===== src/rtl/pipeline_pkg.sv =====
// Shared encodings for the 5-stage 20-bit pipeline controller:
// opcodes, instruction field positions and the controller state enum.
package pipeline_pkg;

  localparam int INSTR_W  = 20;
  localparam int FIELD_W  = 4;
  localparam int OP_LSB   = 16;
  localparam int DEST_LSB = 12;
  localparam int SRC1_LSB = 8;
  localparam int SRC2_LSB = 4;

  localparam logic [FIELD_W-1:0] OP_NOP = 4'h0;
  localparam logic [FIELD_W-1:0] OP_LW  = 4'h1;
  localparam logic [FIELD_W-1:0] OP_SW  = 4'h2;
  localparam logic [FIELD_W-1:0] OP_BEQ = 4'h3;
  localparam logic [FIELD_W-1:0] OP_J   = 4'h4;

  typedef enum logic [1:0] {
    RUN      = 2'd0,
    MEM_WAIT = 2'd1,
    HALT     = 2'd2
  } state_e;

  function automatic logic [FIELD_W-1:0] get_field(input logic [INSTR_W-1:0] instr,
                                                   input int lsb);
    return instr[lsb +: FIELD_W];
  endfunction

endpackage


===== src/rtl/pipeline_controller_if.sv =====
// Hazard-controller bundle: instruction/branch/memory status in, pipeline
// register controls and debug status out.
interface pipeline_controller_if;
  import pipeline_pkg::*;

  logic [INSTR_W-1:0] id_instruction;
  logic [INSTR_W-1:0] ex_instruction;
  logic               branch_taken;
  logic               mem_req;
  logic               mem_ready;
  logic               pc_write;
  logic               if_id_write;
  logic               if_id_flush;
  logic               id_ex_bubble;
  logic               pipe_hold;
  logic               mem_wb_bubble;
  logic               halted;
  logic [15:0]        stall_count;

  modport master (
    output id_instruction, ex_instruction, branch_taken, mem_req, mem_ready,
    input  pc_write, if_id_write, if_id_flush, id_ex_bubble, pipe_hold,
           mem_wb_bubble, halted, stall_count
  );

  modport slave (
    input  id_instruction, ex_instruction, branch_taken, mem_req, mem_ready,
    output pc_write, if_id_write, if_id_flush, id_ex_bubble, pipe_hold,
           mem_wb_bubble, halted, stall_count
  );

endinterface


===== src/rtl/pipeline_controller_hazard_detect.sv =====
// Combinational load-use detector: flags an ID instruction that reads the
// destination of a load currently in EX.
module hazard_detect
  import pipeline_pkg::*;
(
  input  logic [INSTR_W-1:0] id_instr_i,
  input  logic [INSTR_W-1:0] ex_instr_i,
  output logic               load_use_o
);

  logic [FIELD_W-1:0] id_op, id_src1, id_src2, ex_op, ex_dest;
  logic               reads_src1, reads_src2;
  logic               unused_bits;

  assign id_op   = get_field(id_instr_i, OP_LSB);
  assign id_src1 = get_field(id_instr_i, SRC1_LSB);
  assign id_src2 = get_field(id_instr_i, SRC2_LSB);
  assign ex_op   = get_field(ex_instr_i, OP_LSB);
  assign ex_dest = get_field(ex_instr_i, DEST_LSB);

  assign unused_bits = ^{id_instr_i[15:12], id_instr_i[3:0], ex_instr_i[11:0]};

  always_comb begin
    reads_src1 = (id_op != OP_NOP) && (id_op != OP_J);
    // LW reads only its base register; everything else that reads src1 also reads src2.
    reads_src2 = reads_src1 && (id_op != OP_LW);
    load_use_o = (ex_op == OP_LW) && (ex_dest != '0) &&
                 ((reads_src1 && (id_src1 == ex_dest)) ||
                  (reads_src2 && (id_src2 == ex_dest)));
  end

endmodule


===== src/rtl/pipeline_controller.sv =====
// Pipeline hazard/stall controller: RUN/MEM_WAIT/HALT FSM with a memory-wait
// watchdog and a saturating stall-cycle counter.
module pipeline_controller
  import pipeline_pkg::*;
#(
  parameter int MAX_WAIT = 16
) (
  input  logic                 clock,
  input  logic                 reset,
  pipeline_controller_if.slave ctl
);

  localparam int WCNT_W = $clog2(MAX_WAIT) + 1;
  localparam logic [WCNT_W-1:0] WAIT_LAST = WCNT_W'(MAX_WAIT - 1);

  state_e             state_q, state_d;
  logic [WCNT_W-1:0]  wait_cnt_q, wait_cnt_d;
  logic [15:0]        stall_count_q, stall_count_d;

  logic load_use, taken, run_rules;
  logic pc_write, if_id_write, if_id_flush, id_ex_bubble;
  logic pipe_hold, mem_wb_bubble, halted;

  hazard_detect u_hazard (
    .id_instr_i (ctl.id_instruction),
    .ex_instr_i (ctl.ex_instruction),
    .load_use_o (load_use)
  );

  assign taken = ctl.branch_taken &&
                 ((get_field(ctl.ex_instruction, OP_LSB) == OP_BEQ) ||
                  (get_field(ctl.ex_instruction, OP_LSB) == OP_J));

  always_comb begin
    pc_write      = 1'b1;
    if_id_write   = 1'b1;
    if_id_flush   = 1'b0;
    id_ex_bubble  = 1'b0;
    pipe_hold     = 1'b0;
    mem_wb_bubble = 1'b0;
    halted        = 1'b0;
    run_rules     = 1'b0;
    state_d       = state_q;
    wait_cnt_d    = wait_cnt_q;

    unique case (state_q)
      RUN: begin
        if (ctl.mem_req && !ctl.mem_ready) begin
          pc_write      = 1'b0;
          if_id_write   = 1'b0;
          pipe_hold     = 1'b1;
          mem_wb_bubble = 1'b1;
          state_d       = MEM_WAIT;
          wait_cnt_d    = WCNT_W'(1);
        end else begin
          run_rules  = 1'b1;
          wait_cnt_d = '0;
        end
      end
      MEM_WAIT: begin
        if (!ctl.mem_ready) begin
          pc_write      = 1'b0;
          if_id_write   = 1'b0;
          pipe_hold     = 1'b1;
          mem_wb_bubble = 1'b1;
          if (wait_cnt_q == WAIT_LAST) state_d = HALT;
          else                         wait_cnt_d = wait_cnt_q + 1'b1;
        end else begin
          run_rules  = 1'b1;
          state_d    = RUN;
          wait_cnt_d = '0;
        end
      end
      HALT: begin
        pc_write      = 1'b0;
        if_id_write   = 1'b0;
        pipe_hold     = 1'b1;
        mem_wb_bubble = 1'b1;
        halted        = 1'b1;
      end
      default: begin
        state_d    = RUN;
        wait_cnt_d = '0;
      end
    endcase

    // A taken branch squashes the younger instructions, so any load-use on them is moot.
    if (run_rules) begin
      if (taken) begin
        if_id_flush  = 1'b1;
        id_ex_bubble = 1'b1;
      end else if (load_use) begin
        pc_write     = 1'b0;
        if_id_write  = 1'b0;
        id_ex_bubble = 1'b1;
      end
    end

    if (!reset) begin
      pc_write      = 1'b0;
      if_id_write   = 1'b0;
      if_id_flush   = 1'b1;
      id_ex_bubble  = 1'b1;
      pipe_hold     = 1'b0;
      mem_wb_bubble = 1'b1;
      halted        = 1'b0;
    end

    stall_count_d = stall_count_q;
    if (!pc_write && (stall_count_q != 16'hFFFF)) stall_count_d = stall_count_q + 16'd1;
  end

  always_ff @(posedge clock) begin
    if (!reset) begin
      state_q       <= RUN;
      wait_cnt_q    <= '0;
      stall_count_q <= '0;
    end else begin
      state_q       <= state_d;
      wait_cnt_q    <= wait_cnt_d;
      stall_count_q <= stall_count_d;
    end
  end

  assign ctl.pc_write      = pc_write;
  assign ctl.if_id_write   = if_id_write;
  assign ctl.if_id_flush   = if_id_flush;
  assign ctl.id_ex_bubble  = id_ex_bubble;
  assign ctl.pipe_hold     = pipe_hold;
  assign ctl.mem_wb_bubble = mem_wb_bubble;
  assign ctl.halted        = halted;
  assign ctl.stall_count   = stall_count_q;

endmodule


===== src/flat_wrapper.sv =====
// flat-port wrapper written by rule: the top's interface ports become plain ports
module pipeline_controller_flat import pipeline_pkg::*;
#(
  parameter int MAX_WAIT = 16
)
  (clock, reset, ctl_id_instruction, ctl_ex_instruction, ctl_branch_taken, ctl_mem_req, ctl_mem_ready, ctl_pc_write, ctl_if_id_write, ctl_if_id_flush, ctl_id_ex_bubble, ctl_pipe_hold, ctl_mem_wb_bubble, ctl_halted, ctl_stall_count);
  pipeline_controller_if ctl_i ();
  input  logic clock;
  input  logic reset;
  input wire logic [$bits(ctl_i.id_instruction)-1:0] ctl_id_instruction;
  input wire logic [$bits(ctl_i.ex_instruction)-1:0] ctl_ex_instruction;
  input wire logic [$bits(ctl_i.branch_taken)-1:0] ctl_branch_taken;
  input wire logic [$bits(ctl_i.mem_req)-1:0] ctl_mem_req;
  input wire logic [$bits(ctl_i.mem_ready)-1:0] ctl_mem_ready;
  output wire logic [$bits(ctl_i.pc_write)-1:0] ctl_pc_write;
  output wire logic [$bits(ctl_i.if_id_write)-1:0] ctl_if_id_write;
  output wire logic [$bits(ctl_i.if_id_flush)-1:0] ctl_if_id_flush;
  output wire logic [$bits(ctl_i.id_ex_bubble)-1:0] ctl_id_ex_bubble;
  output wire logic [$bits(ctl_i.pipe_hold)-1:0] ctl_pipe_hold;
  output wire logic [$bits(ctl_i.mem_wb_bubble)-1:0] ctl_mem_wb_bubble;
  output wire logic [$bits(ctl_i.halted)-1:0] ctl_halted;
  output wire logic [$bits(ctl_i.stall_count)-1:0] ctl_stall_count;
  assign ctl_i.id_instruction = ctl_id_instruction;
  assign ctl_i.ex_instruction = ctl_ex_instruction;
  assign ctl_i.branch_taken = ctl_branch_taken;
  assign ctl_i.mem_req = ctl_mem_req;
  assign ctl_i.mem_ready = ctl_mem_ready;
  assign ctl_pc_write = ctl_i.pc_write;
  assign ctl_if_id_write = ctl_i.if_id_write;
  assign ctl_if_id_flush = ctl_i.if_id_flush;
  assign ctl_id_ex_bubble = ctl_i.id_ex_bubble;
  assign ctl_pipe_hold = ctl_i.pipe_hold;
  assign ctl_mem_wb_bubble = ctl_i.mem_wb_bubble;
  assign ctl_halted = ctl_i.halted;
  assign ctl_stall_count = ctl_i.stall_count;
  pipeline_controller #(.MAX_WAIT(MAX_WAIT)) u_core (.clock(clock), .reset(reset), .ctl(ctl_i));
endmodule

===== config.mk =====
export PLATFORM = sky130hd
export DESIGN_NAME = pipeline_controller_flat
export DESIGN_NICKNAME = d
export VERILOG_FILES = /design/src/rtl/pipeline_pkg.sv /design/src/rtl/pipeline_controller_if.sv /design/src/rtl/pipeline_controller_hazard_detect.sv /design/src/rtl/pipeline_controller.sv /design/src/flat_wrapper.sv
export SDC_FILE = /design/constraint.sdc
export NUM_CORES = 1
export LEC_CHECK = 0
export BUFFER_PORTS_ARGS = -buffer_cell sky130_fd_sc_hd__buf_2
export CORE_MARGIN = 2
export CORE_UTILIZATION = 49
export DETAILED_ROUTE_END_ITERATION = 16
export PLACE_DENSITY = 0.84
export SYNTH_ARGS = -nofsm -noshare
export SYNTH_HDL_FRONTEND = slang
export SYNTH_HIERARCHICAL = 1
export SYNTH_SLANG_ARGS = --single-unit
export TNS_END_PERCENT = 30

===== constraint.sdc =====
create_clock -name clock -period 6.75 [get_ports clock]
set_clock_uncertainty 0.15 [all_clocks]
set_input_delay 1.35 -clock clock [delete_from_list [all_inputs] [get_ports clock]]
set_output_delay 1.35 -clock clock [all_outputs]
set_load 0.005 [all_outputs]

* After elaboration in Yosys (flattened, before gate mapping)
Index checks and enable logic that the tools add are counted.
Operators by class: $add $sub $neg 2, $mul 0, div/mod/pow operators 0, order comparisons 0, eq/ne operators 14, shifts and indexed selects 0, mux-type cells 30, bitwise logic cells 1, reductions and logical operators 18
Operator list (count):
- 1-bit two-way mux | 20
- 16-bit by 1-bit adder with 16-bit output, second input constant | 1
- 16-bit inequality test, second input constant | 1
- 5-bit case mux with 3 select lines | 1
- 5-bit two-way mux | 2
- 1-bit logical AND | 9
- 4-bit equality test | 2
- 4-bit nonzero test | 2
- 2-bit two-way mux | 3
- 1-bit case mux with 3 select lines | 2
- 2-bit case mux with 3 select lines | 1
- 5-bit by 1-bit adder with 5-bit output, second input constant | 1
- 5-bit by 4-bit equality test with 1-bit output, second input constant | 1
- 4-bit by 1-bit equality test with 1-bit output, second input constant | 1
- 4-bit by 2-bit equality test with 1-bit output, second input constant | 1
- 4-bit by 3-bit equality test with 1-bit output, second input constant | 1
- 4-bit by 1-bit inequality test with 1-bit output, second input constant | 1
- 4-bit by 3-bit inequality test with 1-bit output, second input constant | 1
- 3-bit by 2-bit inequality test with 1-bit output, second input constant | 1
- 3-bit inequality test, second input constant | 1
- 3-bit AND reduction | 1
- 2-bit by 1-bit equality test with 1-bit output, second input constant | 1
- 2-bit equality test, second input constant | 1
- 1-bit logical NOT | 2
- other kinds (6) | 7
Word-level totals: register bits after elaboration 23, bits in latches 0, bits in writable memories 0, ROM bits 0, input bits 45, output and inout port bits 23, logic and storage cells 68, memories kept 0

* Depth between registers and ports, before layout
word-level depth 12, gate-level depth with buffers 10, depth with buffers taken out 8

* Hierarchy
Netlist, hierarchy kept.
Modules (own cells, without submodules):
- pipeline_controller | instances 1, cells each 159, area each 1285.0 sq um, seq. area each 460.4 sq um
- hazard_detect | instances 1, cells each 16, area each 127.6 sq um, seq. area each 0.0 sq um

* Least setup slack after synthesis
No wires, ideal clock.
path type input-to-output, start point input ctl_ex_instruction[13], end point output ctl_pc_write, arrival 2.700 ns, data required time 5.250 ns, slack 2.550 ns, cell stages on the path 7, path buffers 3, path through o41ai_1 a21oi_2 o211a_1 a221oi_2 buf_2 buf_4 buf_4
Between the ends: cells in the longest elaborated chain, start to end 8, elaborated cells between the ends (all ways) 12, those cells by class eq/ne (2); mux (4); reduce/logical (6)
Ends and longest elaborated chain:
- from (decl) | line flat_wrapper.sv:11 | input wire logic [$bits(ctl_i.ex_instruction)-1:0] ctl_ex_instruction;
- 4-bit equality test (on tied branches) | line pipeline_controller_hazard_detect.sv:28, pipeline_controller_hazard_detect.sv:29
- 1-bit logical AND (on tied branches) | line pipeline_controller_hazard_detect.sv:28, pipeline_controller_hazard_detect.sv:29
- 1-bit logical OR | line pipeline_controller_hazard_detect.sv:28 | ((reads_src1 && (id_src1 == ex_dest)) ||
- 1-bit logical AND * | line pipeline_controller_hazard_detect.sv:27 | load_use_o = (ex_op == OP_LW) && (ex_dest != '0) &&
- via u_core.load_use | line pipeline_controller.sv:20 | logic load_use, taken, run_rules;
- 1-bit two-way mux * (4 in series)
- to (decl) | line flat_wrapper.sv:15 | output wire logic [$bits(ctl_i.pc_write)-1:0] ctl_pc_write;
The timed path passes the listed nets; every way through them passes the cells marked *.

* Worst setup path after layout
start point input ctl_ex_instruction[13], end point output ctl_pc_write
Between the ends: cells in the longest elaborated chain, start to end 8, elaborated cells between the ends (all ways) 12, those cells by class eq/ne (2); mux (4); reduce/logical (6)
Ends and longest elaborated chain:
- 4-bit equality test (on tied branches) | line pipeline_controller_hazard_detect.sv:28, pipeline_controller_hazard_detect.sv:29
- 1-bit logical AND (on tied branches) | line pipeline_controller_hazard_detect.sv:28, pipeline_controller_hazard_detect.sv:29
- 1-bit logical OR | line pipeline_controller_hazard_detect.sv:28
- 1-bit logical AND * | line pipeline_controller_hazard_detect.sv:27
- via u_core.load_use | line pipeline_controller.sv:20
- 1-bit two-way mux * | line pipeline_controller.sv:92 | end else if (load_use) begin
- 1-bit two-way mux * | line pipeline_controller.sv:89 | if (taken) begin
- 1-bit two-way mux * | line pipeline_controller.sv:88 | if (run_rules) begin
- 1-bit two-way mux * | line pipeline_controller.sv:99 | if (!reset) begin
Marks and branches as above.

==> summary.md <==
| Metric | Value |
|---|---|
| Setup_tns | `0 ps` |
| Routed length per instance | `approximately 13 um` |
| Worst reg2reg path endpoint | `u_core/ctl.stall_count[1]$_SDFFE_PN0P_` |
| Ys Warns | `6` |
| Via count | `1463` |
| Die width | `about 58 um` |
| Final Cycle Share | `67.05%` |
| Hold bufs inserted after CTS | `0` |
| First-pass GRT wire length | `just over 5000 um` |
| Vias in the first global route | `1215` |
| WL final | `about 3200 um` |
| EDFF count, synth | `0` |
| RSZ-0062 raised after global routing | `false` |
| R2R Path Start | `u_core/ctl.stall_count[10]$_SDFFE_PN0P_` |
| DR pass1 iterations | `4` |
| GRT Residual Overflow | `0` |
| Max Cap Viol | `0` |
| Arrival time worst endpoint | `3030 ps` |
| Port buffer count | `between 40 and 50` |
| Min-Delay Path Depth | `1` |
| CP Depth | `6` |
| Worst Setup End Kind | `output pin` |
| Status | `completed` |
| Worst-Margin Slew | `a little under 800 ps` |
| Syn Area/Cell | `8.072 sq um` |
| Clk_lat worst skew | `around 320 ps` |
| Leading cell type in the layout, fill and taps excluded | `buf_2` |
| Clock sinks | `23` |
| Fin Hold WS | `between 300 and 400 ps` |
| Non-filler cells, final | `roughly 250` |
| Crit Path Category | `in -> out` |
| Max-slew violation count | `0` |
| Primary FF master, synth | `dfxtp_1` |
| Cell area after layout | `between 0.0015 and 0.002 sq mm` |
| CP Launch Type | `input pin` |
| Flop-to-flop setup slack | `about 4400 ps` |
| Achievable frequency | `approximately 220 MHz` |
| Layout Utilization | `60.57%` |
| Register bit total from synthesis | `23` |
| Main area contributors after synthesis | `dfxtp_1 33%, a21oi_1 6.4%, or3_1 4.9%` |
| Fillers | `276` |
| Syn_nets | `~220` |
| Share of layout cells above drive strength 1 | `27.19%` |
| Post-Syn Area | `~0.0014 sq mm` |
| Clock Tree Buf Depth | `2` |
| Cells after DPL | `between 200 and 250` |
| Root buf cell | `clkbuf_4` |
| TritonCTS clock tree | `done` |
| Hold endpoint | `u_core/state_q[0]$_SDFFE_PN0P_` |
| Area added between synthesis and finish | `18.25%` |
| Slowest stage delay, CP | `approximately 610 ps` |
| Pwr Total | `about 240 uW` |
| TritonCTS Buffers | `3` |
| Cell count after synthesis | `between 150 and 200` |
| Total GRT Usage | `between 10% and 20%` |
| Delay-heaviest family, CP | `compound AO/OA/AOI/OAI gates` |
| Hold Violations, Final | `0` |
| Clock-pin slew on the worst setup and hold paths | `110 ps` |
| Normalized max-slew margin | `48.08%` |
| Final Wtd Congestion | `0.7741` |
| Final setup viols | `0` |
| Crit-path slowest cell | `a221oi_2` |
| Pwr dens | `approximately 140 mW/mm^2` |
| Peak fanout along the critical path | `11` |
| # Post-CTS Setup Buffers | `0` |
| Top cell by count, worst path | `buf_2` |
| Synth top area share | `about a third` |
| Final worst slack | `about 2200 ps` |
| Die Y | `between 50 and 60 um` |
| Starting Density | `roughly 50%` |
| Static leakage | `approximately 0.66 nW` |
| Row Count | `19` |
| DP HPWL | `roughly 2400 um` |
| Routed Antenna Nets | `0` |
| Hold Path Class | `reg -> reg` |
| Antenna diodes | `0` |
| FF-to-FF path depth | `5` |
| Post-synth ARST share | `0%` |
| Iter 0 DRT Violations | `58` |
| Cell taking the most area after synthesis | `dfxtp_1` |
| Die ar. | `~0.0033 sq mm` |
| Critical-path cell list | `buf_2 > o41ai_1 > a21oi_2 > o211a_1 > a221oi_2 > buf_2` |
| Min Tclk post-route | `4526 ps` |
| Peak VDD IR | `between 100 and 150 uV` |
| Placed cell area | `between 0.0015 and 0.002 sq mm` |
| Via/cell ratio | `between 5 and 6` |
| Core area | `roughly 0.0028 sq mm` |
| Seq/Total Area, Yosys | `between 30 and 40%` |
| Hold wc startpoint | `u_core/state_q[1]$_SDFFE_PN0P_` |
| Resized Gates After CTS | `0` |
| Nets | `266` |
| H-tree depth | `1` |
| CP Data Required Time | `about 5300 ps` |
| Most frequent cells in the layout | `47 x buf_2, 23 x dfxtp_1, 18 x a21oi_1` |
| Count of different cell masters after synthesis | `between 40 and 50` |
| CP bufs+invs | `2` |
| I/O pins | `68` |
| Pre-CTS setup slack | `2220 ps` |
| DRC | `0` |
| Initial antenna violation count | `0` |
| Largest net degree at the start of global routing | `24` |
[layer usage]
metal  part of all wire (%)  wire length (um)  vias up  global-route usage [%]
li1                       -                 -      744                       -
met1                     47              1489      676                   26.51
met2                     46              1449       40                   30.19
met3                    6.3               200        3                   5.357
met4                   0.32                10        0                   4.319
met5                      0                 0        -                       0
[state kept, by name, indices dropped and copies added, names as in the netlist]
register,count
u_core/ctl.stall_count,16
u_core/state_q,2
u_core/wait_cnt_q,5
[worst register-to-register path, cell delays in order, from the launching register on]
cell,delay [ps]
dfxtp_1,450
nand4_1,180
or3_1,480
nor2_1,660
or3b_2,240
a21oi_1,50
[synth_stat cells, types with 2 or more instances]
library cell and instances:
dfxtp_1 23, a21oi_1 18, o21ai_0 13, nand2_1 12, or3_1 11, nor2_1 10
inv_1 6, nand4_1 6, or4_1 6, buf_2 5, o31ai_1 5, xnor2_1 5
xor2_1 4, clkbuf_1 3, ha_1 3, mux2i_1 3, nor3_1 3, nor4_1 3
o211ai_1 3, and2_1 2, buf_4 2, nand2b_1 2, nand3_1 2, nor2b_1 2
nor3b_1 2, o311ai_1 2, o41ai_1 2
[cells by family after synthesis]
| group | after synthesis | synth area share (%) |
|---|---|---|
| multiplexers | 4 | 2.923 |
| adder cells (fa/ha/maj) | 3 | 2.658 |
| AND/OR/NAND/NOR | 69 | 28.43 |
| buffers and inverters | 16 | 5.225 |
| XOR/XNOR | 9 | 5.580 |
| flip-flops | 23 | 32.60 |
| AO/OA/AOI/OAI | 51 | 22.59 |
[worst max-delay path by stage]
stage,slack (ps),from,end
after floorplan,2550,ctl_ex_instruction[13],ctl_pc_write
after global placement,2220,ctl_ex_instruction[13],ctl_if_id_write
after detailed placement,2220,ctl_ex_instruction[13],ctl_pc_write
after CTS,2210,ctl_ex_instruction[13],ctl_pc_write
after global routing,2100,ctl_ex_instruction[13],ctl_pc_write
final,2220,ctl_ex_instruction[13],ctl_pc_write
[layout make-up]
type,count,area (sq um),share of cell area (%)
Clock buffer,3,22.52,1.348
Clock inverter,1,5.005,0.2996
Inverter,6,22.52,1.348
Multi-Input combinational cell,136,878.3,52.58
Sequential cell,23,460.4,27.57
Tap cell,31,38.79,2.322
Timing Repair Buffer,48,242.7,14.53
[report_power, final]
group	total [mW]	internal, mW	switching, mW
Sequential	0.140	0.138	0.00254
Combinational	0.0355	0.0168	0.0187
Clock	0.0637	0.0222	0.0416
No activity file was read; power rests on OpenSTA's default activity.
